<file path="config.mk">
export PLATFORM = sky130hd
export DESIGN_NAME = vending_machine_param
export DESIGN_NICKNAME = d
export VERILOG_FILES = /design/src/rtl/vending_machine_param.sv
export SDC_FILE = /design/constraint.sdc
export NUM_CORES = 1
export LEC_CHECK = 0
export ABC_CLOCK_PERIOD_IN_PS = 8900
export CAP_MARGIN = 20
export CORE_ASPECT_RATIO = 0.7
export CORE_MARGIN = 1
export CORE_UTILIZATION = 65
export CTS_CLUSTER_SIZE = 30
export DETAILED_ROUTE_END_ITERATION = 8
export PLACE_DENSITY_LB_ADDON = 0.25
export SETUP_SLACK_MARGIN = 0.2
export SYNTH_ARGS = -nofsm -noshare
export SYNTH_HDL_FRONTEND = slang
export SYNTH_SLANG_ARGS = --single-unit
</file>
<file path="constraint.sdc">
create_clock -name clk -period 8.9 [get_ports clk]
set_input_delay 1.335 -clock clk [delete_from_list [all_inputs] [get_ports clk]]
set_output_delay 1.335 -clock clk [all_outputs]
set_load 0.02 [all_outputs]
</file>
<file path="src/rtl/vending_machine_param.sv">
`default_nettype none
// ============================================================================
// Module   : vending_machine_param
// Purpose  : ROWS x COLS vending controller with programmable prices, stock
//            counters, inactivity refund and one-coin-per-cycle change payout.
// Revision : 1.0  initial release
// ============================================================================
module vending_machine_param #(
    parameter int ROWS          = 4,
    parameter int COLS          = 4,
    parameter int MONEY_W       = 16,
    parameter int COIN_UNIT     = 25,
    parameter int PRICE_DEFAULT = 100,
    parameter int STOCK_W       = 4,
    parameter int STOCK_INIT    = 5,
    parameter int TIMEOUT_CYC   = 1000,
    parameter int SEL_W         = $clog2(ROWS*COLS)
) (
    input  logic               clk,
    input  logic               reset,
    input  logic               coin_valid,
    input  logic [MONEY_W-1:0] coin_value,
    input  logic [ROWS-1:0]    row_sel,
    input  logic [COLS-1:0]    col_sel,
    input  logic               cancel,
    input  logic               restock,
    input  logic               prog_we,
    input  logic [SEL_W-1:0]   prog_addr,
    input  logic [MONEY_W-1:0] prog_price,
    output logic [MONEY_W-1:0] credit,
    output logic [MONEY_W-1:0] price,
    output logic [SEL_W-1:0]   dispense,
    output logic               dispense_valid,
    output logic               success,
    output logic [MONEY_W-1:0] change,
    output logic               change_valid,
    output logic               insufficient,
    output logic               sold_out,
    output logic               key_error,
    output logic               coin_reject
);

    localparam int                 c_slots        = ROWS * COLS;
    localparam int                 c_timer_w      = $clog2(TIMEOUT_CYC + 1);
    localparam logic [SEL_W-1:0]   c_cols         = SEL_W'(COLS);
    localparam logic [MONEY_W-1:0] c_coin_unit    = MONEY_W'(COIN_UNIT);
    localparam logic [MONEY_W-1:0] c_price_def    = MONEY_W'(PRICE_DEFAULT);
    localparam logic [STOCK_W-1:0] c_stock_init   = STOCK_W'(STOCK_INIT);
    localparam logic [STOCK_W-1:0] c_stock_one    = STOCK_W'(1);
    localparam logic [c_timer_w-1:0] c_timeout_last = c_timer_w'(TIMEOUT_CYC - 1);
    localparam logic [c_timer_w-1:0] c_timer_one    = c_timer_w'(1);

    typedef enum logic [1:0] {
        ST_IDLE     = 2'd0,
        ST_ROW_WAIT = 2'd1,
        ST_VEND     = 2'd2,
        ST_CHANGE   = 2'd3
    } state_t;

    state_t               r_state, w_state_nxt;
    logic [MONEY_W-1:0]   r_credit, w_credit_nxt;
    logic [SEL_W-1:0]     r_row, w_row_nxt;
    logic [SEL_W-1:0]     r_slot, w_slot_nxt;
    logic [MONEY_W-1:0]   r_price, w_price_nxt;
    logic [c_timer_w-1:0] r_timer, w_timer_nxt;
    logic [SEL_W-1:0]     r_dispense, w_dispense_nxt;
    logic                 r_success, w_success_nxt;
    logic [MONEY_W-1:0]   r_change, w_change_nxt;
    logic                 r_change_valid, w_change_valid_nxt;
    logic                 r_insufficient, w_insufficient_nxt;
    logic                 r_sold_out, w_sold_out_nxt;
    logic                 r_key_error, w_key_error_nxt;
    logic                 r_coin_reject, w_coin_reject_nxt;
    logic                 w_vend_ok;

    logic [MONEY_W-1:0]   r_price_tbl [c_slots];
    logic [STOCK_W-1:0]   r_stock     [c_slots];

    logic                 w_coin;
    logic [MONEY_W:0]     w_coin_sum;
    logic                 w_row_any, w_col_any, w_key, w_activity;
    logic [SEL_W-1:0]     w_slot_sel;
    logic [MONEY_W-1:0]   w_vend_rem, w_change_amt, w_change_rem;

    function automatic logic [SEL_W-1:0] f_row_idx(input logic [ROWS-1:0] v);
        f_row_idx = '0;
        for (int i = 0; i < ROWS; i++) begin
            if (v[i]) f_row_idx = SEL_W'(i);
        end
    endfunction

    function automatic logic [SEL_W-1:0] f_col_idx(input logic [COLS-1:0] v);
        f_col_idx = '0;
        for (int i = 0; i < COLS; i++) begin
            if (v[i]) f_col_idx = SEL_W'(i);
        end
    endfunction

    assign w_coin       = coin_valid && (coin_value != '0);
    assign w_coin_sum   = {1'b0, r_credit} + {1'b0, coin_value};
    assign w_row_any    = |row_sel;
    assign w_col_any    = |col_sel;
    assign w_key        = w_row_any || w_col_any;
    assign w_activity   = w_coin || w_key || cancel;
    assign w_slot_sel   = r_row * c_cols + f_col_idx(col_sel);
    assign w_vend_rem   = r_credit - r_price;
    assign w_change_amt = (r_credit < c_coin_unit) ? r_credit : c_coin_unit;
    assign w_change_rem = r_credit - w_change_amt;

    always_ff @(posedge clk) begin
        if (!reset) begin
            r_state        <= ST_IDLE;
            r_credit       <= '0;
            r_row          <= '0;
            r_slot         <= '0;
            r_price        <= '0;
            r_timer        <= '0;
            r_dispense     <= '0;
            r_success      <= 1'b0;
            r_change       <= '0;
            r_change_valid <= 1'b0;
            r_insufficient <= 1'b0;
            r_sold_out     <= 1'b0;
            r_key_error    <= 1'b0;
            r_coin_reject  <= 1'b0;
        end else begin
            r_state        <= w_state_nxt;
            r_credit       <= w_credit_nxt;
            r_row          <= w_row_nxt;
            r_slot         <= w_slot_nxt;
            r_price        <= w_price_nxt;
            r_timer        <= w_timer_nxt;
            r_dispense     <= w_dispense_nxt;
            r_success      <= w_success_nxt;
            r_change       <= w_change_nxt;
            r_change_valid <= w_change_valid_nxt;
            r_insufficient <= w_insufficient_nxt;
            r_sold_out     <= w_sold_out_nxt;
            r_key_error    <= w_key_error_nxt;
            r_coin_reject  <= w_coin_reject_nxt;
        end
    end

    // The vending slot's price is latched in r_price, so a table write landing
    // during VEND only affects later selections.
    always_ff @(posedge clk) begin
        if (!reset) begin
            for (int i = 0; i < c_slots; i++) r_price_tbl[i] <= c_price_def;
        end else if (prog_we) begin
            r_price_tbl[prog_addr] <= prog_price;
        end
    end

    always_ff @(posedge clk) begin
        if (!reset || restock) begin
            for (int i = 0; i < c_slots; i++) r_stock[i] <= c_stock_init;
        end else if (w_vend_ok) begin
            r_stock[r_slot] <= r_stock[r_slot] - c_stock_one;
        end
    end

    always_comb begin
        w_state_nxt        = r_state;
        w_credit_nxt       = r_credit;
        w_row_nxt          = r_row;
        w_slot_nxt         = r_slot;
        w_price_nxt        = r_price;
        w_timer_nxt        = '0;
        w_dispense_nxt     = '0;
        w_success_nxt      = 1'b0;
        w_change_nxt       = '0;
        w_change_valid_nxt = 1'b0;
        w_insufficient_nxt = 1'b0;
        w_sold_out_nxt     = 1'b0;
        w_key_error_nxt    = 1'b0;
        w_coin_reject_nxt  = 1'b0;
        w_vend_ok          = 1'b0;

        case (r_state)
            ST_IDLE, ST_ROW_WAIT: begin
                if (w_coin) begin
                    if (w_coin_sum[MONEY_W]) w_coin_reject_nxt = 1'b1;
                    else                     w_credit_nxt      = w_coin_sum[MONEY_W-1:0];
                end

                if (!w_activity && (r_credit != '0) && (r_timer != c_timeout_last))
                    w_timer_nxt = r_timer + c_timer_one;

                if (cancel && (r_credit != '0)) begin
                    w_state_nxt = ST_CHANGE;
                    w_row_nxt   = '0;
                end else if (w_key) begin
                    if (r_state == ST_IDLE && !w_col_any && $onehot(row_sel)) begin
                        w_row_nxt   = f_row_idx(row_sel);
                        w_state_nxt = ST_ROW_WAIT;
                    end else if (r_state == ST_ROW_WAIT && !w_row_any && $onehot(col_sel)) begin
                        w_slot_nxt  = w_slot_sel;
                        w_price_nxt = r_price_tbl[w_slot_sel];
                        w_state_nxt = ST_VEND;
                    end else begin
                        w_key_error_nxt = 1'b1;
                        w_row_nxt       = '0;
                        w_state_nxt     = ST_IDLE;
                    end
                end else if (!w_coin && (r_credit != '0) && (r_timer == c_timeout_last)) begin
                    w_state_nxt = ST_CHANGE;
                    w_row_nxt   = '0;
                end
            end

            ST_VEND: begin
                w_row_nxt   = '0;
                w_state_nxt = ST_IDLE;
                if (w_coin) w_coin_reject_nxt = 1'b1;
                if (r_stock[r_slot] == '0) begin
                    w_sold_out_nxt = 1'b1;
                end else if (r_credit < r_price) begin
                    w_insufficient_nxt = 1'b1;
                end else begin
                    w_vend_ok      = 1'b1;
                    w_success_nxt  = 1'b1;
                    w_dispense_nxt = r_slot;
                    w_credit_nxt   = w_vend_rem;
                    if (w_vend_rem != '0) w_state_nxt = ST_CHANGE;
                end
            end

            ST_CHANGE: begin
                if (w_coin) w_coin_reject_nxt = 1'b1;
                w_change_valid_nxt = 1'b1;
                w_change_nxt       = w_change_amt;
                w_credit_nxt       = w_change_rem;
                if (w_change_rem == '0) w_state_nxt = ST_IDLE;
            end

            default: w_state_nxt = ST_IDLE;
        endcase
    end

    assign credit         = r_credit;
    assign price          = r_price;
    assign dispense       = r_dispense;
    assign dispense_valid = r_success;
    assign success        = r_success;
    assign change         = r_change;
    assign change_valid   = r_change_valid;
    assign insufficient   = r_insufficient;
    assign sold_out       = r_sold_out;
    assign key_error      = r_key_error;
    assign coin_reject    = r_coin_reject;

endmodule
`default_nettype wire

</file>
==> summary.md, run 1 <==
| Metric | Value |
|---|---|
| Leakage | `8.07 nW` |
| Routability Congestion | `0.918` |
| Die Width | `213 µm` |
| Min Tclk post-route | `4590 ps` |
| Setup TNS | `0 ps` |
| Clk_skew | `25.0 ps` |
| Die Y | `149 µm` |
| Initial Utilization | `66.6%` |
| First-pass GRT wire length | `77.9 mm` |
| Antenna violations before repair | `0` |
| Pins Over Slew Limit | `0` |
| CP arrival | `4760 ps` |
| FF-to-FF End | `r_stock[12][2]` |
| Max clock buf depth | `3` |
| Grt total ovfl | `0` |
| Ys Warns | `0` |
| Flip-flop and latch area | `11200 µm²` |
| CP startpoint kind | `register` |
| Placed wire-length estimate | `34.1 mm` |
| Ys flop type | `edfxtp_1` |
| Layout area overhead | `12.7%` |
| Post-synthesis register bit count | `400` |
| Power Dens Cells | `229 nW/µm²` |
| Peak VDD IR | `0.000146 V` |
| Worst slack, placed | `3810 ps` |
| I/O Buffers | `108` |
| Met1 Usage GRT | `48.7%` |
| Via Count | `14500` |
| Share of layout cells above drive strength 1 | `8.24%` |
| Async SR Flop Fraction | `0%` |
| Most common cell after layout, fill and taps aside | `edfxtp_1` |
| Largest family of logic cells by synthesized area | `simple AND/OR/NAND/NOR gates` |
| # diodes | `0` |
| H-tree Lvls | `2` |
| Final Util | `75.1%` |
| Die area | `31800 µm²` |
| Final WL | `50.4 mm` |
| Worst R2R Setup Slack | `4310 ps` |
| Setup Viol. Count Final | `0` |
| Worst-path clk slew | `60 ps` |
| Post-Synth Simple-Gate Area | `18.0%` |
| Avg Synthesized Cell Area | `11.3 µm²` |
| First-pass DRT Iterations | `6` |
| Crit share post-route | `51.5%` |
| CP Capture Point | `r_stock[12][2]` |
| Compound-cell area share of the yosys netlist | `10.7%` |
| Highest clock rate | `218 MHz` |
| Hold path start | `r_timer[0]` |
| Post-CTS Setup Inserts | `0` |
| Grt met2 use | `47.8%` |
| CTS tree | `yes` |
| Hold WC Path Type | `register to register` |
| Global route hottest layer | `met1` |
| Clock sinks | `400` |
| Slew headroom | `25.5%` |
| Critical path required time | `9080 ps` |
| WL/cell | `22.0 µm` |
| Synthesized area | `20200 µm²` |
| Root buffer cell | `clkbuf_16` |
| Setup ws final | `4310 ps` |
| EDFF count, synth | `320` |
| GR Util met3 | `7.56%` |
| Vias in the first global route | `13700` |
| FF-to-FF path depth | `11` |
| Hold_buf cts | `0` |
| Crit end category | `register` |
| Multiplexer share of the synthesized area | `7.84%` |
| Area of the multi-input gates | `8310 µm²` |
| IO Count | `109` |
| CORE AREA | `30300 µm²` |
| Max-cap violation count | `0` |
| Overall routing resource usage | `32.5%` |
| Setup Crit Path Kind | `register to register` |
| Final #Nets | `1950` |
| Post-synthesis xor/xnor area fraction | `1.47%` |
| Hold Violations, Final | `0` |
| Adder-Cell Fraction of Synth Area | `2.94%` |
| Crit Path Max Fanout | `16` |
| Sequential area share after synthesis | `55.5%` |
| Worst Max-Slew Pin Slew | `1110 ps` |
| # rows | `53` |
| DRC viols | `0` |
| Antenna viol nets, final | `0` |
| Status | `completed` |
| Synth unique cells | `77` |
| Largest net degree at the start of global routing | `85` |
| Iteration-0 DRC Markers | `1842` |
| Post-Synthesis Cells | `1788` |
| # resized after CTS | `0` |
| Total CTS buffers | `37` |
| Most frequent cells in the layout | `320 x edfxtp_1, 214 x and2_1, 146 x nor2_1, 132 x nand2_1, 106 x clkdlybuf4s50_1` |
| Clk_lat worst skew | `550 ps` |
| DR vias/cell | `6.32` |
| FILL cells | `1985` |
| Setup repair after global routing missed its margin | `false` |
==> how the worst min path moves through the flow <==
stage                      end  cells past startpoint
finish              r_timer[0]                      1
global route        r_timer[0]                      1
CTS                 r_timer[0]                      1
detailed placement  r_timer[0]                      1
global placement    r_timer[0]                      1
floorplan           r_timer[0]                      1
==> kinds of logic after synthesis <==
group	after synthesis
compound gates	336
xor+xnor	34
mux	116
buf+inv	170
simple gates	686
other cells	1
flops	400
fa+ha+maj	45
==> critical path, cell delays in order, from the launching register on <==
cell	delay [ps]
dfxtp_1	970
mux4_2	380
mux2i_1	70
nand2_1	90
o21ai_2	130
ha_1	260
a21boi_2	190
a211oi_2	310
and2b_4	260
nor2b_2	230
nand3_1	490
o21ai_0	820
==> sequential cells by signal (all words and copies together), names as in the netlist, 2 cells and up, named ones only <==
signal,count
r_slot,4
r_row,2
dispense,4
change,16
r_state,2
r_stock,64
r_price_tbl,256
price,16
credit,16
r_timer,10
==> power breakdown <==
group          internal (mW)  total, mW  switching [mW]
sequential              2.13       2.23           0.104
clock                  0.897       1.59           0.691
combinational          0.555       1.39           0.831
==> synthesized netlist by cell type (17+ instances only) <==
cell	n	area, µm²
a211oi_1	61	458
a21oi_1	67	335
and2_1	214	1340
clkbuf_1	99	372
dfxtp_1	80	1600
edfxtp_1	320	9610
ha_1	41	513
inv_1	46	173
mux2i_1	81	811
mux4_2	31	698
nand2_1	132	495
nand2b_1	28	175
nand3_1	17	85.1
nor2_1	146	548
nor3_1	30	150
o211ai_1	35	263
o21ai_0	99	495
or3_1	44	275
xnor2_1	19	166
==> per-stage QoR <==
step,hold slack (ps),area [µm²],instances,total power [mW]
final,465,22800,2294,5.21
after global routing,507,22800,2294,5.43
after CTS,467,22700,2291,5.18
after detailed placement,453,21500,2225,3.61
after global placement,442,21500,2225,3.58
after floorplan,426,20200,1798,3.23
==> layout make-up <==
| type | instances | share of cell area, % |
|---|---|---|
| clock buffer | 49 | 4.63 |
| clock inverter | 17 | 0.704 |
| inverter | 47 | 0.775 |
| multi-input combinational | 1228 | 36.5 |
| sequential | 400 | 49.3 |
| tap | 412 | 2.27 |
| timing repair buffer | 141 | 5.84 |
==> metal layers <==
metal	vias up	share of wire (%)	wire (µm)
li1	6612	-	-
met1	7024	43	21600
met2	790	44	22100
met3	74	11	5740
met4	0	2.0	999
met5	-	0	0
Note: power is estimated with default switching activity, not from simulation.
==> run 2, diff against run 1 <==
ABC_CLOCK_PERIOD_IN_PS = 4500   (was 8900)
CORE_UTILIZATION = 61   (was 65)
clock period = 4.5 ns   (was 8.9 ns; I/O delays follow)
==> summary.md, run 2 (synthesized netlist as in run 1, its figures left out) <==
| Metric | Value |
|---|---|
| Most frequent cells in the layout | `320 x edfxtp_1, 214 x and2_1, 146 x nor2_1, 132 x nand2_1, 106 x clkdlybuf4s50_1` |
| Crit end category | `register` |
| CTS tree | `yes` |
| Critical path required time | `4690 ps` |
| Antenna viol nets, final | `0` |
| Setup TNS | `0 ps` |
| Hold_buf cts | `0` |
| Worst-path clk slew | `60 ps` |
| Crit share post-route | `90.4%` |
| Post-CTS Setup Inserts | `0` |
| Status | `completed` |
| Peak VDD IR | `0.000399 V` |
| Post-route insts no fill | `2325` |
| Power Dens Cells | `451 nW/µm²` |
| FF-to-FF Start | `credit[0]` |
| Share of layout cells above drive strength 1 | `8.69%` |
| Die Width | `219 µm` |
| Max-cap violation count | `0` |
| IO Count | `109` |
| Worst R2R Setup Slack | `430 ps` |
| WL/cell | `21.8 µm` |
| Largest net degree at the start of global routing | `87` |
| Highest clock rate | `246 MHz` |
| DRC viols | `0` |
| CORE AREA | `32400 µm²` |
| I/O Buffers | `108` |
| Layout area overhead | `13.1%` |
| Worst Hold End | `r_timer[0]` |
| CP startpoint kind | `register` |
| Placed insts | `2253` |
| Min Tclk post-route | `4070 ps` |
| # rows | `55` |
| Hold Violations, Final | `0` |
| Clock sinks | `400` |
| Setup Crit Path Kind | `register to register` |
| Max FFs per register | `256` |
| Vias in the first global route | `13700` |
| # diodes | `0` |
| Iteration-0 DRC Markers | `1760` |
| FILL cells | `2278` |
| Pins Over Slew Limit | `0` |
| Setup ws final | `433 ps` |
| Overall routing resource usage | `30.3%` |
| Total CTS buffers | `39` |
| First-pass GRT wire length | `78.2 mm` |
| Leakage | `8.12 nW` |
| # resized after CTS | `0` |
| Most common cell after layout, fill and taps aside | `edfxtp_1` |
| Crit Path Max Fanout | `12` |
| Slew headroom | `26.6%` |
| Setup Viol. Count Final | `0` |
| Routability Congestion | `0.935` |
| Final WL | `50.6 mm` |
| FF-to-FF End | `r_stock[13][0]` |
| Final #Nets | `1963` |
| Hold WC Path Type | `register to register` |
| Worst hold path depth | `1` |
| Grt total ovfl | `0` |
| Clk_lat worst skew | `560 ps` |
| Antenna violations before repair | `1` |
| Root buffer cell | `clkbuf_16` |
| First-pass DRT Iterations | `7` |
| CP arrival | `4260 ps` |
| Clk_skew | `22.7 ps` |
| FF-to-FF path depth | `13` |
| Max clock buf depth | `3` |
| Initial Utilization | `62.3%` |
| Via Count | `14400` |
| Top reg by flops | `r_price_tbl` |
| Die area | `33900 µm²` |
| Final Util | `70.5%` |
| Die Y | `154 µm` |
| Setup repair after global routing missed its margin | `true` |
| Placed wire-length estimate | `34.5 mm` |
| DR vias/cell | `6.20` |
| Worst Max-Slew Pin Slew | `1100 ps` |
| Regs by FF count | `r_price_tbl (256), r_stock (64)` |
| Hold path start | `r_timer[0]` |
| Worst slack, placed | `485 ps` |
| H-tree Lvls | `2` |
-- run 2: layout make-up --
type | count | area (µm²) | share of cell area [%]
clock inverter | 21 | 150 | 0.657
clock buffer | 50 | 1030 | 4.50
tap | 427 | 534 | 2.34
inverter | 47 | 176 | 0.772
timing repair buffer | 152 | 1430 | 6.26
multi-input combinational | 1228 | 8310 | 36.4
sequential | 400 | 11200 | 49.1
-- run 2: worst max path at each step --
stage	depth (start not counted)	to	slack [ps]	from
6_report	13	r_stock[13][0]	430	credit[0]
5_1_grt	13	r_stock[7][3]	170	credit[0]
4_1_cts	13	r_stock[8][2]	450	credit[0]
3_5_place_dp	13	r_stock[10][2]	480	credit[0]
3_3_place_gp	14	credit[6]	660	coin_value[0]
2_1_floorplan	14	price[0]	970	col_sel[1]
-- run 2: routing by layer --
metal,GRT usage [%],vias up,part of all wire [%]
met5,0,-,0
met3,7.67,83,12
met2,44.3,762,43
met1,45.2,6917,43
li1,-,6656,-
met4,7.41,0,2.1
-- run 2: critical path, stage by stage (launching register included) --
cell	delay, ps
dfxtp_1	450
inv_1	130
ha_1	240
inv_1	90
fa_1	200
a21o_1	150
a41oi_2	190
a31o_1	300
o21a_1	230
a211oi_2	290
and2b_4	250
nor2b_2	220
nand3_1	360
o21ai_0	610
-- run 2: through the flow --
stage	total power [mW]	hold WS [ps]	instance area [µm²]
floorplan	6.38	426	20200
global placement	7.13	448	21700
detailed placement	7.19	461	21700
CTS	10.3	475	22800
global route	10.7	511	22800
finish	10.3	482	22800
-- run 2: report_power, final --
group / total (mW) / internal [mW] / switching [mW]
logic: 2.80 / 1.11 / 1.69
clock network: 3.11 / 1.69 / 1.42
registers: 4.40 / 4.21 / 0.185
total: 10.3 / 7.01 / 3.30
